$ cat src/rtl/if_id_buffer_if.sv
// Fetch-to-decode channel bundle for the IF/ID instruction queue.
// master = fetch/decode side, slave = the queue itself.
interface if_id_buffer_if #(
  parameter int unsigned DEPTH  = 4,
  parameter int unsigned DROP_W = 8
);
  localparam int unsigned CNT_W = $clog2(DEPTH) + 1;

  logic              in_valid;
  logic              in_ready;
  logic [31:0]       in_instr;
  logic [31:0]       in_pc;
  logic              flush;
  logic              stall;
  logic              out_valid;
  logic [31:0]       out_instr;
  logic [31:0]       out_pc;
  logic [6:0]        out_opcode;
  logic [CNT_W-1:0]  count;
  logic [DROP_W-1:0] drop_count;

  modport master (
    output in_valid, in_instr, in_pc, flush, stall,
    input  in_ready, out_valid, out_instr, out_pc, out_opcode, count, drop_count
  );

  modport slave (
    input  in_valid, in_instr, in_pc, flush, stall,
    output in_ready, out_valid, out_instr, out_pc, out_opcode, count, drop_count
  );
endinterface

$ cat src/rtl/if_id_buffer.sv
// IF/ID instruction queue: buffers fetched {instr, pc} pairs for decode,
// presents a NOP when empty and discards everything on a branch flush.
module if_id_buffer #(
  parameter int unsigned DEPTH     = 4,
  parameter logic [31:0] NOP_INSTR = 32'hC800_0000,
  parameter int unsigned DROP_W    = 8
) (
  input logic            clk,
  input logic            rst,
  if_id_buffer_if.slave  bus
);
  localparam int unsigned PTR_W = $clog2(DEPTH);
  localparam int unsigned CNT_W = PTR_W + 1;
  localparam int unsigned SUM_W = ((DROP_W > CNT_W) ? DROP_W : CNT_W) + 1;
  localparam logic [DROP_W-1:0] DROP_MAX = '1;

  typedef struct packed {
    logic [31:0] instr;
    logic [31:0] pc;
  } entry_t;

  entry_t mem [DEPTH];

  logic [PTR_W-1:0]  rd_q, rd_d;
  logic [PTR_W-1:0]  wr_q, wr_d;
  logic [CNT_W-1:0]  cnt_q, cnt_d;
  logic [DROP_W-1:0] drop_q, drop_d;
  logic [SUM_W-1:0]  drop_sum;
  logic              ready;
  logic              valid;
  logic              push;
  logic              pop;
  logic [31:0]       head_instr;
  logic [31:0]       head_pc;

  // Ready looks only at registered occupancy, so a pop never frees a slot in the same cycle.
  assign ready    = !rst && (cnt_q < CNT_W'(DEPTH));
  assign valid    = (cnt_q != '0);
  assign push     = bus.in_valid && ready && !bus.flush;
  assign pop      = valid && !bus.stall && !bus.flush;
  assign drop_sum = SUM_W'(drop_q) + SUM_W'(cnt_q) + SUM_W'(bus.in_valid);

  // Next-state: flush wins over push/pop and accounts for the incoming word too.
  always_comb begin
    rd_d   = rd_q;
    wr_d   = wr_q;
    cnt_d  = cnt_q;
    drop_d = drop_q;
    if (bus.flush) begin
      rd_d   = '0;
      wr_d   = '0;
      cnt_d  = '0;
      drop_d = (drop_sum > SUM_W'(DROP_MAX)) ? DROP_MAX : DROP_W'(drop_sum);
    end else begin
      if (push) wr_d = wr_q + PTR_W'(1);
      if (pop)  rd_d = rd_q + PTR_W'(1);
      case ({push, pop})
        2'b10:   cnt_d = cnt_q + CNT_W'(1);
        2'b01:   cnt_d = cnt_q - CNT_W'(1);
        default: cnt_d = cnt_q;
      endcase
    end
  end

  always_ff @(posedge clk) begin
    if (rst) begin
      rd_q   <= '0;
      wr_q   <= '0;
      cnt_q  <= '0;
      drop_q <= '0;
    end else begin
      rd_q   <= rd_d;
      wr_q   <= wr_d;
      cnt_q  <= cnt_d;
      drop_q <= drop_d;
    end
  end

  // Storage needs no reset; occupancy alone decides what is visible.
  always_ff @(posedge clk) begin
    if (push) begin
      mem[wr_q] <= entry_t'{instr: bus.in_instr, pc: bus.in_pc};
    end
  end

  assign head_instr = valid ? mem[rd_q].instr : NOP_INSTR;
  assign head_pc    = valid ? mem[rd_q].pc    : 32'h0;

  assign bus.in_ready   = ready;
  assign bus.out_valid  = valid;
  assign bus.out_instr  = head_instr;
  assign bus.out_pc     = head_pc;
  assign bus.out_opcode = head_instr[31:25];
  assign bus.count      = cnt_q;
  assign bus.drop_count = drop_q;
endmodule

$ cat src/flat_wrapper.sv
// flat-port wrapper written by rule: the top's interface ports become plain ports
module if_id_buffer_flat 
#(
  parameter int unsigned DEPTH     = 4,
  parameter logic [31:0] NOP_INSTR = 32'hC800_0000,
  parameter int unsigned DROP_W    = 8
)
  (clk, rst, bus_in_valid, bus_in_instr, bus_in_pc, bus_flush, bus_stall, bus_in_ready, bus_out_valid, bus_out_instr, bus_out_pc, bus_out_opcode, bus_count, bus_drop_count);
  if_id_buffer_if #(.DEPTH(DEPTH), .DROP_W(DROP_W)) bus_i ();
  input logic clk;
  input logic rst;
  input wire logic [$bits(bus_i.in_valid)-1:0] bus_in_valid;
  input wire logic [$bits(bus_i.in_instr)-1:0] bus_in_instr;
  input wire logic [$bits(bus_i.in_pc)-1:0] bus_in_pc;
  input wire logic [$bits(bus_i.flush)-1:0] bus_flush;
  input wire logic [$bits(bus_i.stall)-1:0] bus_stall;
  output wire logic [$bits(bus_i.in_ready)-1:0] bus_in_ready;
  output wire logic [$bits(bus_i.out_valid)-1:0] bus_out_valid;
  output wire logic [$bits(bus_i.out_instr)-1:0] bus_out_instr;
  output wire logic [$bits(bus_i.out_pc)-1:0] bus_out_pc;
  output wire logic [$bits(bus_i.out_opcode)-1:0] bus_out_opcode;
  output wire logic [$bits(bus_i.count)-1:0] bus_count;
  output wire logic [$bits(bus_i.drop_count)-1:0] bus_drop_count;
  assign bus_i.in_valid = bus_in_valid;
  assign bus_i.in_instr = bus_in_instr;
  assign bus_i.in_pc = bus_in_pc;
  assign bus_i.flush = bus_flush;
  assign bus_i.stall = bus_stall;
  assign bus_in_ready = bus_i.in_ready;
  assign bus_out_valid = bus_i.out_valid;
  assign bus_out_instr = bus_i.out_instr;
  assign bus_out_pc = bus_i.out_pc;
  assign bus_out_opcode = bus_i.out_opcode;
  assign bus_count = bus_i.count;
  assign bus_drop_count = bus_i.drop_count;
  if_id_buffer #(.DEPTH(DEPTH), .NOP_INSTR(NOP_INSTR), .DROP_W(DROP_W)) u_core (.clk(clk), .rst(rst), .bus(bus_i));
endmodule
$ cat config.mk
export PLATFORM = sky130hd
export DESIGN_NAME = if_id_buffer_flat
export DESIGN_NICKNAME = d
export VERILOG_FILES = /design/src/rtl/if_id_buffer_if.sv /design/src/rtl/if_id_buffer.sv /design/src/flat_wrapper.sv
export SDC_FILE = /design/constraint.sdc
export NUM_CORES = 1
export LEC_CHECK = 0
export CORE_MARGIN = 5
export CORE_UTILIZATION = 59
export DETAILED_ROUTE_END_ITERATION = 10
export PLACE_DENSITY = 0.95
export SYNTH_ARGS = -nofsm -noshare
export SYNTH_HDL_FRONTEND = slang
export SYNTH_SLANG_ARGS = --single-unit
$ cat constraint.sdc
create_clock -name clk -period 6.59 [get_ports clk]
set_input_delay 1.318 -clock clk [delete_from_list [all_inputs] [get_ports clk]]
set_output_delay 1.318 -clock clk [all_outputs]
set_load 0.01 [all_outputs]
==> reports/results.ini, run 1 <==
[timing]
hold_viol = 0
period_share_pct = 68.4
tightestPinTransition_ns = 0.996
setup_viol = 0
max_freq_mhz = 222
fin_setup_tns_ns = 0
layout_min_cycle_time_ns = 4.51
rsz0062_at_grt = false
drv_slew = 0
skew_ns = 0.00862
max_slew_margin_pct = 33.6

[grt]
antenna_found_initial = 0
grt_pass1_wl_um = 32700
track_usage_pct = 19.4
globalRouteOverflowTotal = 0
grt_start_max_net_pins = 65
grt_pass1_vias = 5902

[layout]
layout_common_cells = edfxtp_1, clkdlybuf4s50_1, and2_1
fill_cells = 996
drive_gt1_share_pct = 15.4
diodes = 0
register_area_um2 = 8040
mostFrequentLayoutCell = edfxtp_1
fin_nets = 748
postLayoutCellArea_um2 = 13200
multi_input_area_um2 = 2440
syn_to_final_growth_pct = 22.6

[clock_tree]
cts_sinks = 273
cts_max_level = 1
cts_buffer_depth = 3
clkSlewWorstSetupHoldPaths_ns = 0.06
ctsResizeCount = 0
cts_tree = built
post_cts_buffers = 0
postCtsHoldBufs = 0
cts_buffers = 26
root_buffer = clkbuf_16
insertion_delay_ns = 0.51

[route]
firstDrtPassIters = 4
avgViaCountPerCell = 5.81
via_count = 5331
antenna_left = 0
wl_um = 20600
drtIter0Drc = 327
routedWlPerCell_um = 22.4
remaining_drc_errors = 0

[critical_path]
crit_type = flop to output port
crit_required_ns = 5.27
crit_path_start_kind = flop
worstPathArrival_ns = 3.19
path_max_fanout = 42
endpoint_kind = output port

[synth]
ys_seq_area_share_pct = 74.5
synthSimpleGateAreaFrac_pct = 5.34
synthMuxAreaShare_pct = 13.7
synth_fa_ha_area_share_pct = 1.37
synthXorXnorAreaFrac_pct = 0.325
yosysWarnings = 0
syn_avg_cell_area_um2 = 20.7
synthCells = 520
synth_seq_cells = 273
synth_compound_area_share_pct = 1.85
yosys.cell_types.count = 45
synth_top_family_by_area = multiplexers
syn_nets = 599
synth.cell_area_um2 = 10800

[power]
p_per_area_nw_per_um2 = 269
p_leak_nw = 4.18
peakVddDrop_v = 0.000227

[floorplanning]
dieHeight_um = 145
core-area_um2 = 18000
initial_core_util_pct = 60.0
die_area_um2 = 21100
die_w_um = 145
ioPinCount = 153
rows = 49

[placed_design]
place_area_um2 = 12300
place_congestion = 0.841
dp_hpwl_um = 12000
portBuffers = 152

[run]
drv_cap = 0

[worst_hold_path]
hp-class = flop to flop

[outcome]
status = finished clean

-- state kept, by name, summed over array words and instances (netlist names), named ones only --
name / cells
u_core.mem: 256
u_core.bus.count: 3
u_core.bus.drop_count: 8
u_core.rd_q: 2
u_core.wr_q: 2
-- final timing paths --
kind                            start  depth (start not counted)  slack, ns                   to
setup / recovery                 flop                          4       2.08     bus_out_instr[9]
hold / removal         u_core.rd_q[1]                          2       0.51                 flop
setup reg to reg  u_core.bus.count[2]                          9       4.26  u_core.bus.count[2]
hold reg to reg        u_core.rd_q[1]                          2       0.51                 flop
-- worst max-delay path: stages (launching register included) --
cell             delay, ns
dfxtp_4               0.86
buf_4                 0.55
mux4_2                0.56
and2_1                0.18
clkdlybuf4s50_1       0.51
-- metal layers --
| layer | vias up | GRT usage, % | routed length, um |
|---|---|---|---|
| met1 | 2727 | 24.3 | 7870 |
| met2 | 188 | 34.7 | 11000 |
| met3 | 37 | 4.43 | 1350 |
| met5 | - | 0 | 0 |
| li1 | 2379 | - | - |
| met4 | 0 | 4.57 | 390 |
-- metrics by stage --
stage                     setup WS [ns]  cells  util (%)  hold slack, ns  power, W
after floorplan                    2.63    520         -           0.455   0.00201
after detailed placement           2.49    870      68.7           0.487   0.00209
after global placement             2.53    870      68.7           0.453   0.00208
after global routing               1.81    917      73.5           0.523   0.00365
final                              2.08    917      73.5           0.505   0.00355
after CTS                          1.94    917      73.5           0.496   0.00357
-- synth_stat cells (all sizes together) --
master / n / area share (%)
nor2: 9 / 0.31
nand2b: 1 / 0.058
buf: 22 / 2.1
inv: 14 / 0.49
dfxtp: 17 / 3.2
o2111a: 1 / 0.10
or2: 4 / 0.23
clkbuf: 10 / 0.36
and4: 1 / 0.081
o31ai: 1 / 0.070
nor2b: 3 / 0.17
o211ai: 3 / 0.21
xor2: 2 / 0.16
o221ai: 1 / 0.081
mux2i: 2 / 0.19
a31oi: 2 / 0.12
nand4: 1 / 0.058
ha: 7 / 0.81
o221a: 1 / 0.10
nor3: 3 / 0.24
or4: 1 / 0.070
a211oi: 1 / 0.070
a221oi: 1 / 0.081
a21oi: 6 / 0.28
fa: 3 / 0.56
and2: 67 / 3.9
mux4: 64 / 14
nand3: 1 / 0.046
o21a: 1 / 0.070
o2111ai: 2 / 0.16
o21ai: 2 / 0.093
or3: 2 / 0.12
a211o: 1 / 0.081
and3: 1 / 0.058
a311oi: 4 / 0.33
edfxtp: 256 / 71
xnor2: 2 / 0.16
-- area by class of cell --
| type | count | area share [%] |
|---|---|---|
| repair buffers | 153 | 11.6 |
| multi-input cells | 201 | 18.5 |
| flip-flops and latches | 273 | 60.8 |
| inverters | 14 | 0.398 |
| clock inverters | 14 | 1.26 |
| clock buffers | 33 | 5.28 |
| well taps | 229 | 2.17 |
-- kinds of logic (layout without fill, tap and decap cells) --
logic type      count (synthesis)  in the layout
flops                         273            273
simple gates                   94             94
mux                            66             66
buf+inv                        46            214
compound gates                 27             27
fa+ha+maj                      10             10
xor+xnor                        4              4
-- report_power, final --
part           internal, W  total (W)  leakage [nW]  switching (W)
combinational    0.0000736   0.000133          1.31      0.0000590
sequential         0.00191    0.00192          2.45     0.00000760
clock             0.000902    0.00150         0.422       0.000595
Power figures use the tool's default switching activity.
==> run 2: changes to the inputs <==
--- a/config.mk
+++ b/config.mk
@@ -6,9 +6,9 @@
 export NUM_CORES = 1
 export LEC_CHECK = 0
 export CORE_MARGIN = 5
-export CORE_UTILIZATION = 59
+export CORE_UTILIZATION = 54
 export DETAILED_ROUTE_END_ITERATION = 10
-export PLACE_DENSITY = 0.95
+export PLACE_DENSITY = 0.89
 export SYNTH_ARGS = -nofsm -noshare
 export SYNTH_HDL_FRONTEND = slang
 export SYNTH_SLANG_ARGS = --single-unit
==> constraint.sdc (replaced) <==
create_clock -name clk -period 4.3 [get_ports clk]
set_input_delay 0.86 -clock clk [delete_from_list [all_inputs] [get_ports clk]]
set_output_delay 0.86 -clock clk [all_outputs]
set_load 0.01 [all_outputs]
==> run 2 against run 1 <==
Highest routed layer is now met5. Final cell count up 4.3%. Critical path type unchanged. Via count is 3.0% higher. Global-route usage increased by 0.89 points. Sequential share of layout area shrank 0.59 points. Design area is 0.98% higher.
==> reports/results.ini, run 2 (synthesized netlist as in run 1, its figures left out) <==
[placed_design]
place_congestion = 0.897  ; +6.6%
portBuffers = 152  ; unchanged
dp_hpwl_um = 14000  ; +17%

[floorplanning]
initial_core_util_pct = 55.2  ; -4.8 points
die_w_um = 151  ; +4.2%
dieHeight_um = 151  ; +4.2%
core-area_um2 = 19500  ; +8.7%
ioPinCount = 153  ; unchanged
rows = 51  ; +4.1%
die_area_um2 = 22900  ; +8.6%

[critical_path]
reg2regPathDepth = 6  ; -3
worstPathArrival_ns = 2.80  ; -0.39 ns
path_max_fanout = 20  ; -52%
endpoint_kind = output port
crit_path_start_kind = flop
crit_type = flop to output port
crit_required_ns = 3.44  ; -1.83 ns

[layout]
largest_reg_flops = 256  ; unchanged
mostFrequentLayoutCell = edfxtp_1
drive_gt1_share_pct = 16.8  ; +1.4 points
syn_to_final_growth_pct = 23.8
layout_common_cells = edfxtp_1, clkdlybuf4s50_1, and2_1
largest_register = u_core.mem
fin_nets = 752  ; +0.53%
fin_util_pct = 68.3  ; -5.2 points
fill_cells = 1184  ; +19%
diodes = 0  ; unchanged

[clock_tree]
cts_sinks = 273  ; unchanged
root_buffer = clkbuf_16
cts_buffer_depth = 3  ; unchanged
clkSlewWorstSetupHoldPaths_ns = 0.06  ; about the same
cts_max_level = 1  ; unchanged
cts_buffers = 25  ; -3.8%
insertion_delay_ns = 0.51  ; about the same
ctsResizeCount = 0  ; unchanged
cts_tree = built
post_cts_buffers = 0  ; unchanged
postCtsHoldBufs = 0  ; unchanged

[timing]
drv_slew = 0  ; unchanged
period_share_pct = 85.2
tightestPinTransition_ns = 0.950  ; -0.0461 ns
hold_viol = 0  ; unchanged
fin_setup_tns_ns = 0  ; unchanged
setup_viol = 0  ; unchanged
layout_min_cycle_time_ns = 3.66
rsz0062_at_grt = false
max_freq_mhz = 273
skew_ns = 0.00996  ; +0.00135 ns
max_slew_margin_pct = 36.7  ; +3.1 points

[run]
drv_cap = 0  ; unchanged

[route]
via_count = 5490  ; +3.0%
drtIter0Drc = 358  ; +9.5%
antenna_left = 0  ; unchanged
wl_um = 22900  ; +11%
firstDrtPassIters = 5  ; +1
routedWlPerCell_um = 23.9  ; +6.6%
avgViaCountPerCell = 5.74  ; -1.2%
remaining_drc_errors = 0  ; unchanged

[worst_hold_path]
hp-class = flop to flop
hold_path_depth = 2  ; unchanged

[power]
p_per_area_nw_per_um2 = 406  ; +51%
peakVddDrop_v = 0.000299  ; +32%
p_leak_nw = 4.22  ; +1.1%

[grt]
grt_pass1_vias = 5945  ; +0.73%
grt_pass1_wl_um = 34900  ; +6.8%
track_usage_pct = 20.3  ; +0.89 points
antenna_found_initial = 1  ; +1
globalRouteOverflowTotal = 0  ; unchanged
grt_start_max_net_pins = 65  ; unchanged

[outcome]
status = finished clean

## run 2: changes by cell type in the layout (fill, tap and decap cells not counted)
cell,previous run,this run
clkbuf_16,27,25
clkbuf_1,6,2
clkinv_1,6,3
buf_12,0,5
clkbuf_8,0,3
clkinv_2,3,7
## run 2: area by class of cell
cell class	instances	area (um2)	area share, %
Clock buffer	30	674	5.05
Clock inverter	15	175	1.31
Inverter	14	52.6	0.394
Multi-Input combinational cell	201	2440	18.3
Sequential cell	273	8040	60.2
Tap cell	265	332	2.49
Timing Repair Buffer	158	1630	12.2
## run 2: final timing paths
| path | start | endpoint | slack [ns] |
|---|---|---|---|
| worst max-delay path | flop | bus_out_pc[22] | 0.64 |
| worst min-delay path | u_core.bus.drop_count[6] | u_core.bus.drop_count[6] | 0.52 |
| worst max register to register | u_core.bus.count[0] | u_core.bus.drop_count[5] | 1.90 |
| worst min register to register | u_core.bus.drop_count[6] | u_core.bus.drop_count[6] | 0.52 |
## run 2: power breakdown
part	leakage, nW	total [W]	internal (W)	switching, W
combinational	1.35	0.000214	0.000115	0.0000984
clock	0.425	0.00226	0.00136	0.000906
sequential	2.45	0.00294	0.00293	0.0000116
## run 2: layer usage
metal	vias up	track usage [%]	share of wire, %
li1	2393	-	-
met1	2812	27.4	40
met2	241	34.6	52
met3	42	3.38	6.1
met4	2	5.53	2.3
met5	-	0	0.057
## run 2: per-stage QoR
stage	cells	setup WS, ns	instance area, um2	power [W]	hold slack, ns
CTS	956	0.569	13300	0.00545	0.517
finish	956	0.638	13300	0.00542	0.524
detailed placement	911	0.705	12500	0.00321	0.508
floorplan	520	0.802	10800	0.00307	0.455
global route	956	0.460	13300	0.00558	0.536
global placement	911	0.848	12500	0.00320	0.466
## run 2: critical path: stages, from the launching register on
cell and delay [ns]:
dfxtp_4 0.62, buf_4 0.41, mux4_2 0.56, and2_1 0.19, clkdlybuf4s50_1 0.52
